$ cat config.mk
export PLATFORM = sky130hd
export DESIGN_NAME = fifo_wr_arbiter
export DESIGN_NICKNAME = d
export VERILOG_FILES = /design/src/rtl/fifo_wr_arbiter.sv
export SDC_FILE = /design/constraint.sdc
export NUM_CORES = 1
export LEC_CHECK = 0
export CORE_MARGIN = 2
export CORE_UTILIZATION = 40
export DETAILED_ROUTE_END_ITERATION = 6
export PLACE_DENSITY_LB_ADDON = 0.15
export REMOVE_ABC_BUFFERS = 1
export SYNTH_ARGS = -nofsm -noshare
export SYNTH_HDL_FRONTEND = slang
export SYNTH_SLANG_ARGS = --single-unit
$ cat constraint.sdc
create_clock -name clk_i -period 1.9 [get_ports clk_i]
set_input_delay 0.38 -clock clk_i [delete_from_list [all_inputs] [get_ports clk_i]]
set_output_delay 0.38 -clock clk_i [all_outputs]
set_load 0.05 [all_outputs]
$ cat src/rtl/fifo_wr_arbiter.sv
// fifo_wr_arbiter: round-robin arbiter sharing the async_fifo write port among NUM_REQ requesters
//
// Grants one requester at a time for a burst of up to MAX_BURST beats and forwards its
// beats to the FIFO combinationally. Every release spends one IDLE cycle, which leaves
// time for the FIFO full flag to settle before the next owner starts.
//
// Ports:
//   clk_i         write-domain clock
//   rst_n_i       asynchronous active-low reset
//   req_valid_i   per-requester beat valid
//   req_last_i    per-requester last beat of burst, qualified by valid
//   req_data_i    requester r data at [r*WIDTH +: WIDTH]
//   req_ready_o   beat accepted when valid & ready; only the owner can be ready
//   grant_o       registered one-hot owner, zero when idle
//   fifo_full_i   async_fifo full flag
//   fifo_wr_en_o  async_fifo write enable
//   fifo_wdata_o  async_fifo write data, zero when not writing
//   busy_o        high while a requester owns the port
module fifo_wr_arbiter #(
    parameter int WIDTH     = 4,
    parameter int NUM_REQ   = 4,
    parameter int MAX_BURST = 4
) (
    input  logic                     clk_i,
    input  logic                     rst_n_i,
    input  logic [NUM_REQ-1:0]       req_valid_i,
    input  logic [NUM_REQ-1:0]       req_last_i,
    input  logic [NUM_REQ*WIDTH-1:0] req_data_i,
    output logic [NUM_REQ-1:0]       req_ready_o,
    output logic [NUM_REQ-1:0]       grant_o,
    input  logic                     fifo_full_i,
    output logic                     fifo_wr_en_o,
    output logic [WIDTH-1:0]         fifo_wdata_o,
    output logic                     busy_o
);
    localparam int GW = $clog2(NUM_REQ);
    localparam int CW = $clog2(MAX_BURST + 1);
    typedef enum logic {IDLE, XFER} state_t;
    state_t state, state_nxt;
    logic [GW-1:0] own, last_grant, pick;
    logic [CW-1:0] beat_cnt;
    logic xfer, beat, done;
    assign xfer = state == XFER;
    assign beat = xfer & req_valid_i[own] & ~fifo_full_i;
    // Release on the owner's last beat, on the burst cap, or as soon as the owner stops
    // offering data (that last case applies even while the FIFO is full).
    assign done = xfer & (~req_valid_i[own] |
                          (beat & (req_last_i[own] | beat_cnt == CW'(MAX_BURST - 1))));
    assign busy_o       = xfer;
    assign fifo_wr_en_o = beat;
    assign fifo_wdata_o = beat ? req_data_i[own*WIDTH +: WIDTH] : '0;
    assign req_ready_o  = (xfer & ~fifo_full_i) ? NUM_REQ'(1) << own : '0;
    // Scan last_grant+1, +2, ... ; walking from the farthest offset down lets the
    // nearest valid requester overwrite the others.
    always_comb begin
        pick = last_grant;
        for (int i = NUM_REQ; i >= 1; i--)
            if (req_valid_i[GW'((int'(last_grant) + i) % NUM_REQ)])
                pick = GW'((int'(last_grant) + i) % NUM_REQ);
    end
    always_comb begin
        state_nxt = xfer ? (done ? IDLE : XFER) : (|req_valid_i ? XFER : IDLE);
    end
    always_ff @(posedge clk_i or negedge rst_n_i) begin
        if (!rst_n_i) state <= IDLE;
        else          state <= state_nxt;
    end
    always_ff @(posedge clk_i or negedge rst_n_i) begin
        if (!rst_n_i) begin
            grant_o    <= '0;
            own        <= '0;
            last_grant <= GW'(NUM_REQ - 1);
            beat_cnt   <= '0;
        end else if (!xfer) begin
            if (|req_valid_i) begin
                own      <= pick;
                grant_o  <= NUM_REQ'(1) << pick;
                beat_cnt <= '0;
            end
        end else if (done) begin
            grant_o    <= '0;
            last_grant <= own;
            beat_cnt   <= '0;
        end else if (beat) begin
            beat_cnt <= beat_cnt + CW'(1);
        end
    end
    a_grant_onehot: assert property (@(posedge clk_i) disable iff (!rst_n_i) $onehot0(grant_o));
    a_no_write_full: assert property (@(posedge clk_i) disable iff (!rst_n_i) fifo_wr_en_o |-> !fifo_full_i);
    a_ready_onehot: assert property (@(posedge clk_i) disable iff (!rst_n_i) $onehot0(req_ready_o));
endmodule

Yosys cells after proc, flatten, opt, wreduce, memory -nomap -nowiden
Cells that the tools add are included.
{"block": "totals", "register_bits": 12, "in_bits": 27, "out_inout_bits": 14, "word_cells": 69}
{"block": "op_classes", "add_sub_neg": 5, "magnitude_cmp": 5, "eq_ne": 3, "shift": 3, "n_mux": 32, "bitwise": 10, "reduce_logical": 6}
{"op": "$mux W4", "n": 5}
{"op": "$lt A2 B4 Y1 const B", "n": 4}
{"op": "$shiftx A16 B5 Y4", "n": 1}
{"op": "$mux W1", "n": 13}
{"op": "$bmux W1 S2", "n": 6}
{"op": "$mux W3", "n": 4}
{"op": "$mux W2", "n": 4}
{"op": "$reduce_and A2 Y1", "n": 4}
{"op": "$shl A1 B2 Y4 const A", "n": 2}
{"op": "$and A1 B1 Y1", "n": 5}
{"op": "$add A2 B1 Y2 const B", "n": 2}
{"op": "$add A2 B2 Y2 const B", "n": 2}
{"op": "$reduce_or A4 Y1", "n": 1}
{"op": "$add A3 B1 Y3 const B", "n": 1}
{"op": "$eq A3 B2 Y1 const B", "n": 1}
{"op": "$lt A2 B3 Y1 const B", "n": 1}
{"op": "$ne A3 B1 Y1 const B", "n": 1}
{"op": "$not A1 Y1", "n": 3}
{"op": "$ne A2 B1 Y1 const B", "n": 1}
{"op": "$or A1 B1 Y1", "n": 2}
{"op": "$reduce_bool A2 Y1", "n": 1}

Logic depth before layout (Yosys ltp)
Gate-level depths: netlist of the first run.
{"block": "depth", "depth_word": 11, "mapped_depth": 6, "mapped_depth_nobuf": 6}

Worst setup path after synthesis of the first run
No wires, ideal clock.
{"block": "synth_path", "kind": "flip-flop to output port", "start": "register state, in the netlist busy_o", "end": "output port req_ready_o[2]", "arrival_ns": 2.156, "required_time_ns": 1.520, "path_slack_ns": -0.636, "path_stages_with_launch": 3, "path_buffers": 0, "path_cell_list": "dfrtp_1 -> nand2b_1 -> nor3b_1"}
{"block": "synth_via", "elab_chain_len": 2}
{"element": "start, declared", "line": "39", "source": "state_t state, state_nxt;"}
{"element": "start signal, assigned", "line": "66", "source": "else state <= state_nxt;"}
{"element": "$and A1 B1 Y1", "line": "52", "source": "assign req_ready_o = (xfer & ~fifo_full_i) ? NUM_REQ'(1) << own : '0;"}
{"element": "$mux W4", "line": "52"}
{"element": "end, declared", "line": "29", "source": "output logic [NUM_REQ-1:0] req_ready_o,"}
Every way passes these cells.

Worst setup path in the final report of the first run
{"block": "layout_path", "start": "register own[0]", "end": "output port fifo_wdata_o[2]"}
{"block": "layout_via", "elab_chain_len": 5, "elab_cells_between_ends": 6, "classes_between": "shift: 1; mux: 3; bitwise: 2"}
{"element": "start, declared", "line": "40", "source": "logic [GW-1:0] own, last_grant, pick;"}
{"element": "start signal, assigned", "line": "76", "source": "own <= pick;"}
{"element": "$bmux W1 S2", "line": "44", "source": "assign beat = xfer & req_valid_i[own] & ~fifo_full_i;"}
{"element": "$mux W1 (not written as such)", "line": "44"}
{"element": "$and A1 B1 Y1 (2 in series)", "line": "44"}
{"element": "$mux W4 *", "line": "51", "source": "assign fifo_wdata_o = beat ? req_data_i[own*WIDTH +: WIDTH] : '0;"}
{"element": "end, declared", "line": "33", "source": "output logic [WIDTH-1:0] fifo_wdata_o,"}
Every way passes the cells marked *; elsewhere a longest branch is shown, timed or not. The select of a mux whose other input is x is not followed.

==> results.md, run 1 <==
* Run status: finished with violations
* Violated checks: setup timing
* Class of the tightest hold or removal check: in2async
* Total internal power at 1330 uW
* CP arrival at roughly 1.7 ns
* Number of DRC violations after detailed-routing iteration 0 at 8
* Setup violators final at 5
* Worst Reg-to-Reg Cells at 5
* Peak per-stage delay on the critical path at just under 0.5 ns
* Family of cells with the greatest summed delay on the critical path: multiplexers
* Reg2Reg Launch Point: own[0]
* Termination of the worst setup path: fifo_wdata_o[2]
* Final instance area at ~0.0016 mm^2
* Sequential share of power at a little over a fifth
* Critical path start-end classification: reg2out
* Remaining design rule violation count at 0
* Clock buffers created by TritonCTS at 3
* Wire length of the first global-routing pass at around 4.0 mm
* Pin count of the biggest net entering global routing at 13
* Netlist area before placement at approximately 900 um^2
* Endpoint of the lowest-slack register-to-register path: beat_cnt[1]
* Setup WS post-layout at -0.164 ns
* IO Pins at between 40 and 50
* Total wirelength of the detailed-routed design at between 2 and 2.5 mm
* Number of hold violations in the final report at 0
* TritonCTS clock tree: yes
* Unrepaired setup endpoints after global routing: yes
* Switching fraction of total power at 43.1%
* Clock-pin transition on the worst setup and hold timing paths at 0.07 ns
* Clock network power share at under 10%
* Nets at 172
* Final critical-path required period at between 2 and 2.5 ns
* Final HPWL from detailed placement at roughly 1.9 mm
* Overall power after layout at about 2300 uW
* Top_reg_cell synth: sky130_fd_sc_hd__dfrtp_1
* Synthesized flop and latch total at 12
* X dimension of the die at ~51 um
* Count of different cell masters after synthesis at 35
* Area leader, netlist: sky130_fd_sc_hd__dfrtp_1
* Synth top area cells: sky130_fd_sc_hd__dfrtp_1, sky130_fd_sc_hd__mux4_2, sky130_fd_sc_hd__dfstp_2
* Quantity of I/O buffers inserted on ports at 40
* # H-tree levels at 1
* Slowest stage cell, crit path: sky130_fd_sc_hd__mux4_2
* Global routing usage summed across all routing layers at approximately a fifth
* Inserted Diodes at 0
* Fraction of power consumed by combinational cells at between 60 and 70%
* Remaining global-route overflow at 0
* Highest attainable clock frequency at ~0.48 GHz
* Sequence of cells on the critical path: buf_4 > mux4_2 > and3_4 > buf_6
* Total number of yosys warnings at 0
* Placed Cells at between 150 and 200
* # hold bufs at CTS at 0
* Buf/Inv on CP at 2
* Detailed-routing iteration count for the pre-antenna-repair pass at 2
* Slack of the worst reg-to-reg path at roughly 0.090 ns
* Count of filler cells inserted in the layout at roughly 140
* Critical path peak fanout at 6
* CTS root buf: sky130_fd_sc_hd__clkbuf_4
* Sinks on Clock Net at 12
* Nature of the critical path startpoint: flop
* Fraction of final layout cells sized beyond drive strength 1 at 46.5%
* Core Area at about 0.0020 mm^2
* Worst relative slew slack at around two thirds
* Fin Hold WS at between 0.4 and 0.5 ns
* FFs w/ async S/R, synth at between 90% and 100%
* Starting Density at ~43%
* Non-filler instance count after layout at about 170
* Area share of the largest cell type after synthesis at roughly 29%
* Syn Area/Cell at between 10 and 15 um^2
* Antenna-violating nets left at 0
* Power Dens Cells at ~1500 mW/mm^2
* Critical Path Start: own[0]
* Leakage power of the design at 0.000702 uW
* Cells after synthesis at 82
* Area growth, synth to finish at 78.3%
* Routed len/inst at about 14 um
* Layout Skew at roughly 0.0010 ns
* CTS Buffer Depth at 2
* Post-place instance area at 0.00143 mm^2
* Final cycle utilization of the critical path at 109%
* Antenna violations before repair at 0
* Net switching power at 1010 uW
* Standard-cell rows at 16
* Max_cap viols at 0
* Source-to-sink clock delay at the later pin of the worst-skew pair at roughly 0.27 ns
* Floorplan die height at approximately 50 um
* Via/cell ratio at ~5
* Required time worst endpoint at approximately 1.5 ns
* Sequential element share of the synthesized area at about 35%
* Total die area at ~0.0026 mm^2
* Final weighted congestion in routability-driven placement at roughly 0.7
* Total count of max-transition violations in the final report at 0
* Critical Path Sink Type: output pin
* Count of flip-flops with a built-in enable after synthesis at 0
* Via count at around 860
* Tightest Pin Transition at ~0.5 ns
* Max IR drop VDD at 1180 uV
* CP Depth at 4
* Number of global-route vias before repair at roughly 970
synth_stat cells, drive strengths merged (3+ instances only):
cell type,count
inv,4
and3,5
o21ai,6
a32o,5
nor2,3
clkbuf,3
dfrtp,10
nand2,6
mux2i,3
mux4,5
nand2b,3
nor2b,3
power by group through the flow:
stage	combinational [uW]	sequential, uW	clock [uW]
2_1_floorplan	722	678	0
3_3_place_gp	1440	504	0
3_5_place_dp	1470	514	0
4_1_cts	1550	514	203
5_1_grt	1730	534	217
6_report	1630	513	198
registers in the layout (all words and copies together), names as in the netlist:
register,count
last_grant,2
busy_o,1
own,2
grant_o,4
beat_cnt,3
worst min path at each step:
stage / from / end / slack, ns / cells past startpoint
5_1_grt: rst_n_i / grant_o[3] / 0.49 / 1
6_report: rst_n_i / grant_o[3] / 0.44 / 1
4_1_cts: rst_n_i / grant_o[3] / 0.45 / 1
3_3_place_gp: beat_cnt[2] / beat_cnt[2] / 0.48 / 2
2_1_floorplan: rst_n_i / beat_cnt[0] / 0.08 / 0
3_5_place_dp: beat_cnt[2] / beat_cnt[2] / 0.49 / 2
area by class of cell:
cell class                 count  area, um^2  share of cell area [%]
tap                           27        33.8                    2.16
clock buffer                   4        36.3                    2.32
multi-input combinational     61         571                    36.5
timing repair buffer          61         601                    38.5
inverter                       4        15.0                   0.962
sequential                    12         305                    19.6
logic make-up after synthesis:
kind of cell	Yosys count	synth area share, %
buf+inv	9	4.86
flops	12	34.6
mux	10	18.9
fa+ha+maj	2	2.86
simple gates	29	19.7
compound gates	20	19.1
placed cells by master (no fill, tap or decap), types with 2 or more instances in the layout:
cell type,count
sky130_fd_sc_hd__dfstp_2,2
sky130_fd_sc_hd__mux2_4,2
sky130_fd_sc_hd__nor2_1,2
sky130_fd_sc_hd__or2_2,2
sky130_fd_sc_hd__nand2_1,5
sky130_fd_sc_hd__buf_12,4
sky130_fd_sc_hd__nor2b_1,2
sky130_fd_sc_hd__clkbuf_4,3
sky130_fd_sc_hd__dfrtp_1,8
sky130_fd_sc_hd__mux4_2,5
sky130_fd_sc_hd__o21ai_0,6
sky130_fd_sc_hd__dfrtp_2,2
sky130_fd_sc_hd__nand2b_1,2
sky130_fd_sc_hd__and3_4,4
sky130_fd_sc_hd__buf_6,6
sky130_fd_sc_hd__inv_1,3
sky130_fd_sc_hd__buf_4,24
sky130_fd_sc_hd__clkdlybuf4s50_1,21
sky130_fd_sc_hd__mux2i_1,3
sky130_fd_sc_hd__dlygate4sd2_1,4
sky130_fd_sc_hd__ha_1,2
sky130_fd_sc_hd__a32o_1,5
per-stage QoR:
| step | utilization (%) | setup WS, ns | TNS (ns) |
|---|---|---|---|
| after CTS | 75.3 | -0.174 | -0.756 |
| after detailed placement | 70.9 | -0.251 | -3.21 |
| after global placement | 70.9 | -0.208 | -2.67 |
| final | 77.2 | -0.164 | -0.697 |
| after floorplan | - | -0.636 | -2.01 |
| after global routing | 77.2 | -0.226 | -1.04 |
routing by layer:
| layer | share of wire, % | vias to the layer above | global-route usage (%) | wire length [um] |
|---|---|---|---|---|
| li1 | - | 428 | - | - |
| met1 | 42 | 404 | 21.8 | 991 |
| met2 | 53 | 27 | 40.1 | 1250 |
| met3 | 4.2 | 2 | 3.57 | 100 |
| met4 | 1.0 | 0 | 7.66 | 24 |
| met5 | 0 | - | 0 | 0 |
what timing repair did:
item	in CTS	in global routing
pin swaps	5	3
setup buffers	1	2
endpoints found under the setup margin	6	10
gates resized for setup	18	8
(Power assumes the default switching activity.)
==> run 2: changes to the inputs <==
--- a/config.mk
+++ b/config.mk
@@ -6,7 +6,7 @@
 export NUM_CORES = 1
 export LEC_CHECK = 0
 export CORE_MARGIN = 2
-export CORE_UTILIZATION = 40
+export CORE_UTILIZATION = 36
 export DETAILED_ROUTE_END_ITERATION = 6
 export PLACE_DENSITY_LB_ADDON = 0.15
 export REMOVE_ABC_BUFFERS = 1
==> constraint.sdc (replaced) <==
create_clock -name clk_i -period 1.83 [get_ports clk_i]
set_input_delay 0.366 -clock clk_i [delete_from_list [all_inputs] [get_ports clk_i]]
set_output_delay 0.366 -clock clk_i [all_outputs]
set_load 0.05 [all_outputs]
==> results.md, run 2 (synthesis results as in run 1) <==
* Post-place instance area at 0.00143 mm^2 (about the same)
* Detailed-routing iteration count for the pre-antenna-repair pass at 4 (+2)
* Count of filler cells inserted in the layout at 186 (+31%)
* Nets at 171 (-0.58%)
* Final cycle utilization of the critical path at 108%
* Starting Density at 38.8% (-4.5 points)
* Largest registers: grant_o: 4 flops, beat_cnt: 3 flops
* Clock network power share at 8.3% (-0.2 points)
* Total internal power at 1400 uW (+5.0%)
* Global routing usage summed across all routing layers at 18.6% (-2.1 points)
* Area of all sequential standard cells at 305 um^2 (unchanged)
* Via count at 875 (+1.6%)
* Critical Path Sink Type: output pin
* Sequential share of power at 21.3% (-0.6 points)
* Critical path start-end classification: reg2out
* X dimension of the die at 53.3 um (+5.0%)
* # hold bufs at CTS at 0 (unchanged)
* Layout Skew at 0.000255 ns (-0.000769 ns)
* Number of DRC violations after detailed-routing iteration 0 at 7 (-1)
* Max_cap viols at 0 (unchanged)
* Max IR drop VDD at 1230 uV (+4.8%)
* Most common cell after layout, fill and taps aside: sky130_fd_sc_hd__buf_4
* Quantity of I/O buffers inserted on ports at 40 (unchanged)
* Remaining design rule violation count at 0 (unchanged)
* Antenna violations before repair at 0 (unchanged)
* Total negative setup slack at -0.655 ns (+0.0416 ns)
* Floorplan die height at 53.3 um (+5.0%)
* Total count of max-transition violations in the final report at 0 (unchanged)
* Standard-cell rows at 17 (+1)
* Run status: finished with violations
* Critical path peak fanout at 6 (unchanged)
* CTS root buf: sky130_fd_sc_hd__clkbuf_4
* Clock-pin transition on the worst setup and hold timing paths at 0.07 ns (about the same)
* Setup violators final at 5 (unchanged)
* Class of the tightest hold or removal check: in2async
* Inserted Diodes at 0 (unchanged)
* Largest reg by FF count: grant_o
* Pin count of the biggest net entering global routing at 13 (unchanged)
* Area taken by multi-input logic gates at 566 um^2 (-0.88%)
* Remaining global-route overflow at 0 (unchanged)
* Number of hold violations in the final report at 0 (unchanged)
* CTS Buffer Depth at 2 (unchanged)
* Antenna-violating nets left at 0 (unchanged)
* Clock buffers created by TritonCTS at 3 (unchanged)
* Number of global-route vias before repair at 872 (-9.7%)
* Nature of the critical path startpoint: flop
* Fraction of final layout cells sized beyond drive strength 1 at 44.7% (-1.8 points)
* Final HPWL from detailed placement at 1.85 mm (-0.70%)
* Required time worst endpoint at 1.46 ns (-0.06 ns)
* Via/cell ratio at 5.18 (+1.6%)
* TritonCTS clock tree: yes
* Leakage power of the design at 0.000691 uW (-1.6%)
* Sinks on Clock Net at 12 (unchanged)
* Area growth, synth to finish at 78.4% (about the same)
* Worst relative slew slack at 66.1% (+0.25 points)
* Core Area at 0.00225 mm^2 (+12%)
* Highest attainable clock frequency at 0.505 GHz
* Final weighted congestion in routability-driven placement at 0.713 (+0.25%)
* Net switching power at 1040 uW (+3.1%)
* Switching fraction of total power at 42.7% (-0.44 points)
* Total die area at 0.00284 mm^2 (+10%)
* Setup WS post-layout at -0.152 ns (+0.0118 ns)
* CP arrival at 1.62 ns (-0.06 ns)
* Total wirelength of the detailed-routed design at 2.38 mm (+0.80%)
* Flip-flop count of the largest register, all copies and words added at 4 (unchanged)
* Tightest Pin Transition at 0.507 ns (-0.00379 ns)
* Power Dens Cells at 1560 mW/mm^2 (+4.1%)
* Wire length of the first global-routing pass at 3.90 mm (-3.1%)
* IO Pins at 41 (unchanged)
* Violated checks: setup timing
* Most frequent cells in the layout: sky130_fd_sc_hd__buf_4, sky130_fd_sc_hd__clkdlybuf4s50_1, sky130_fd_sc_hd__dfrtp_1, sky130_fd_sc_hd__nand2_1, sky130_fd_sc_hd__o21ai_0
* Final instance area at 0.00156 mm^2 (about the same)
* Fraction of power consumed by combinational cells at 70.3% (+0.7 points)
* Routed len/inst at 14.1 um (+0.80%)
* Final critical-path required period at ~2.0 ns
* # H-tree levels at 1 (unchanged)
* Unrepaired setup endpoints after global routing: yes
* Source-to-sink clock delay at the later pin of the worst-skew pair at 0.26 ns (about the same)
-- run 2: area by class of cell --
type	count	share of cell area (%)
clock buffer	4	2.32
inverter	4	0.961
multi-input combinational	61	36.2
sequential	12	19.5
tap	28	2.24
timing repair buffer	60	38.8
-- run 2: worst paths after layout --
| kind | start | to | slack [ns] | cells after the start |
|---|---|---|---|---|
| setup / recovery | own[0] | fifo_wdata_o[3] | -0.15 | 3 |
| hold / removal | rst_n_i | grant_o[1] | 0.44 | 1 |
| setup reg to reg | beat_cnt[0] | last_grant[1] | 0.06 | 6 |
| hold reg to reg | beat_cnt[2] | beat_cnt[2] | 0.49 | 2 |
| max in group asynchronous | rst_n_i | own[0] | 1.03 | 1 |
| min in group clk_i | beat_cnt[2] | beat_cnt[2] | 0.49 | 2 |
-- run 2: power groups by stage --
stage | sequential [uW] | clock (uW) | combinational, uW
after floorplan | 704 | 0 | 749
after global placement | 514 | 0 | 1520
after global routing | 540 | 224 | 1820
after CTS | 517 | 208 | 1630
after detailed placement | 521 | 0 | 1540
final | 520 | 203 | 1710
-- run 2: critical path, cell delays in order (launching register included) --
cell and delay, ns:
sky130_fd_sc_hd__dfrtp_2 0.41, sky130_fd_sc_hd__mux4_2 0.58, sky130_fd_sc_hd__and3_4 0.22, sky130_fd_sc_hd__buf_8 0.14
-- run 2: per-layer routing --
metal | part of all wire, % | global-route usage, %
met5 | 0 | 0
met4 | 0.50 | 3.85
met3 | 7.2 | 2.82
met2 | 52 | 35.6
met1 | 40 | 21.2
-- run 2: what timing repair did --
| action | in CTS | in global routing |
|---|---|---|
| resized for setup | 19 | 6 |
| cloned | 0 | 0 |
| pin swaps | 6 | 3 |
| setup buffers | 1 | 3 |
| endpoints found under the setup margin | 8 | 14 |
| hold endpoints to repair | 0 | 0 |
-- run 2: metrics by stage --
step	utilization (%)	instances	setup WS, ns	total power, uW	hold WS [ns]
floorplan	-	77	-0.692	1450	0.0704
global placement	63.5	161	-0.290	2030	0.470
detailed placement	63.5	161	-0.309	2060	0.484
CTS	67.6	166	-0.217	2360	0.442
global route	69.3	169	-0.219	2590	0.472
finish	69.3	169	-0.152	2440	0.437
==> run 3: changes to the inputs <==
--- a/config.mk
+++ b/config.mk
@@ -7,6 +7,7 @@
 export LEC_CHECK = 0
 export CORE_MARGIN = 2
 export CORE_UTILIZATION = 36
+export CTS_CLUSTER_DIAMETER = 50
 export DETAILED_ROUTE_END_ITERATION = 6
 export PLACE_DENSITY_LB_ADDON = 0.15
 export REMOVE_ABC_BUFFERS = 1
==> constraint.sdc (replaced) <==
create_clock -name clk_i -period 1.74 [get_ports clk_i]
set_input_delay 0.348 -clock clk_i [delete_from_list [all_inputs] [get_ports clk_i]]
set_output_delay 0.348 -clock clk_i [all_outputs]
set_load 0.05 [all_outputs]
==> results.md, run 3 (synthesis results as in run 1) <==
* Core Area at 0.00225 mm^2 (unchanged)
* Number of DRC violations after detailed-routing iteration 0 at 10 (+3)
* Slack of the worst reg-to-reg path at -0.07 ns (-0.13 ns)
* Nets at 177 (+3.5%)
* Global routing usage summed across all routing layers at 19.8% (+1.2 points)
* TritonCTS clock tree: yes
* Peak per-stage delay on the critical path at 0.59 ns (about the same)
* Floorplan die height at 53.3 um (unchanged)
* Antenna-violating nets left at 0 (unchanged)
* Antenna violations before repair at 1 (+1)
* Starting Density at 38.8% (unchanged)
* Fraction of final layout cells sized beyond drive strength 1 at 51.0% (+6.3 points)
* Tightest Pin Transition at 0.519 ns (+0.0128 ns)
* Area of all sequential standard cells at 305 um^2 (unchanged)
* Utilization of the core after routing at 74.4% (+5.1 points)
* Critical path peak fanout at 6 (unchanged)
* Max_cap viols at 0 (unchanged)
* Flip-flop count of the largest register, all copies and words added at 4 (unchanged)
* Largest reg by FF count: grant_o
* Remaining global-route overflow at 0 (unchanged)
* CTS Buffer Depth at 2 (unchanged)
* IO Pins at 41 (unchanged)
* Setup violators final at 14 (+9)
* Total wirelength of the detailed-routed design at 2.65 mm (+11%)
* Count of filler cells inserted in the layout at 162 (-13%)
* Worst relative slew slack at 65.3% (-0.85 points)
* # hold bufs at CTS at 0 (unchanged)
* Total internal power at 1580 uW (+13%)
* Sequence of cells on the critical path: mux4_2 > and3_4 > buf_8
* Via/cell ratio at 5.17 (-0.14%)
* Clock buffers created by TritonCTS at 3 (unchanged)
* Number of hold violations in the final report at 0 (unchanged)
* Pin count of the biggest net entering global routing at 13 (unchanged)
* Quantity of I/O buffers inserted on ports at 40 (unchanged)
* Highest attainable clock frequency at 0.506 GHz
* Run status: finished with violations
* Unrepaired setup endpoints after global routing: yes
* Final cycle utilization of the critical path at 114%
* X dimension of the die at 53.3 um (unchanged)
* Total die area at 0.00284 mm^2 (unchanged)
* Final critical-path required period at approximately 2.0 ns
* Critical path start-end classification: reg2out
* Violated checks: setup timing
* Most common cell after layout, fill and taps aside: sky130_fd_sc_hd__buf_4
* Class of the tightest hold or removal check: in2async
* Source-to-sink clock delay at the later pin of the worst-skew pair at 0.26 ns (about the same)
* Routed len/inst at 15.0 um (+6.8%)
* Number of global-route vias before repair at 928 (+6.4%)
* Required time worst endpoint at 1.39 ns (-0.07 ns)
* Remaining design rule violation count at 0 (unchanged)
* Max IR drop VDD at 1390 uV (+12%)
* Standard-cell rows at 17 (unchanged)
* Slowest stage cell, crit path: sky130_fd_sc_hd__mux4_2
* Clock network power share at 7.8% (-0.5 points)
* Setup WS post-layout at -0.235 ns (-0.0830 ns)
* CTS root buf: sky130_fd_sc_hd__clkbuf_4
* Via count at 910 (+4.0%)
* Sinks on Clock Net at 12 (unchanged)
* Leakage power of the design at 0.000742 uW (+7.3%)
* Net switching power at 1160 uW (+12%)
* Power Dens Cells at 1630 mW/mm^2 (+4.8%)
* # H-tree levels at 1 (unchanged)
* Fraction of power consumed by combinational cells at 72.2% (+1.9 points)
* Family of cells with the greatest summed delay on the critical path: multiplexers
* Total count of max-transition violations in the final report at 0 (unchanged)
* Final HPWL from detailed placement at 1.91 mm (+3.5%)
* Nature of the critical path startpoint: flop
* Buf/Inv on CP at 1 (unchanged)
* Detailed-routing iteration count for the pre-antenna-repair pass at 4 (unchanged)
* Wire length of the first global-routing pass at 4.11 mm (+5.5%)
* Total negative setup slack at -1.55 ns (-0.896 ns)
* Area taken by multi-input logic gates at 609 um^2 (+7.7%)
* Layout Skew at 0.00317 ns (+0.00292 ns)
* CP arrival at 1.63 ns (about the same)
* Most frequent cells in the layout: sky130_fd_sc_hd__buf_4, sky130_fd_sc_hd__clkdlybuf4s50_1, sky130_fd_sc_hd__dfrtp_1, sky130_fd_sc_hd__o21ai_0, sky130_fd_sc_hd__buf_12
* Clock-pin transition on the worst setup and hold timing paths at 0.07 ns (about the same)
* Switching fraction of total power at 42.4% (-0.34 points)
* Final weighted congestion in routability-driven placement at 0.714 (+0.17%)
* Sequential share of power at 20.0% (-1.3 points)
* Overall power after layout at 2740 uW (+12%)
* Critical Path Sink Type: output pin
* Largest registers: grant_o: 4 flops, beat_cnt: 3 flops
* Area growth, synth to finish at 91.6%
## run 3: per-layer routing
layer	track usage, %	wire [um]	up-vias
met5	0	0	-
met4	2.56	10	0
met3	4.52	180	2
met2	39.9	1450	31
met1	20.7	1000	432
li1	-	-	445
## run 3: per-stage QoR
stage / hold slack, ns / instances / instance area [um^2] / setup WS [ns]
2_1_floorplan: 0.0524 / 77 / 848 / -0.764
3_3_place_gp: 0.473 / 164 / 1470 / -0.345
3_5_place_dp: 0.489 / 164 / 1470 / -0.379
4_1_cts: 0.446 / 173 / 1610 / -0.283
5_1_grt: 0.457 / 176 / 1680 / -0.294
6_report: 0.424 / 176 / 1680 / -0.235
## run 3: worst paths after layout
kind | start | end | depth (start not counted)
min in group clk_i | beat_cnt[2] | beat_cnt[2] | 2
max in group asynchronous | rst_n_i | own[1] | 1
worst max-delay path | own[0] | fifo_wdata_o[0] | 3
worst min-delay path | rst_n_i | busy_o | 1
worst max register to register | own[0] | last_grant[0] | 7
worst min register to register | beat_cnt[2] | beat_cnt[2] | 2
## run 3: power groups by stage
stage          registers, uW  logic [uW]  clock network [uW]
2_1_floorplan            741         788                   0
3_3_place_gp             532        1680                   0
3_5_place_dp             540        1700                   0
4_1_cts                  536        1890                 218
5_1_grt                  567        2100                 236
6_report                 549        1980                 212
## run 3: repair_timing
action / CTS / global route
setup buffers: 5 / 3
endpoints found under the setup margin: 16 / 18
gates resized for setup: 23 / 15
pin swaps: 8 / 5
## run 3: worst reg2reg max path, cell delays in order (launching register included)
cell,delay [ns]
sky130_fd_sc_hd__dfrtp_2,0.44
sky130_fd_sc_hd__buf_12,0.15
sky130_fd_sc_hd__buf_4,0.13
sky130_fd_sc_hd__buf_8,0.12
sky130_fd_sc_hd__nor2_2,0.07
sky130_fd_sc_hd__a22o_1,0.22
sky130_fd_sc_hd__a2bb2oi_4,0.28
sky130_fd_sc_hd__mux2_4,0.33
## run 3: layout make-up
class | count | share of cell area, %
Timing Repair Buffer | 66 | 40.2
Multi-Input combinational cell | 61 | 36.3
Sequential cell | 12 | 18.2
Clock buffer | 4 | 2.16
Tap cell | 28 | 2.09
Inverter | 4 | 0.895
Antenna cell | 1 | 0.149
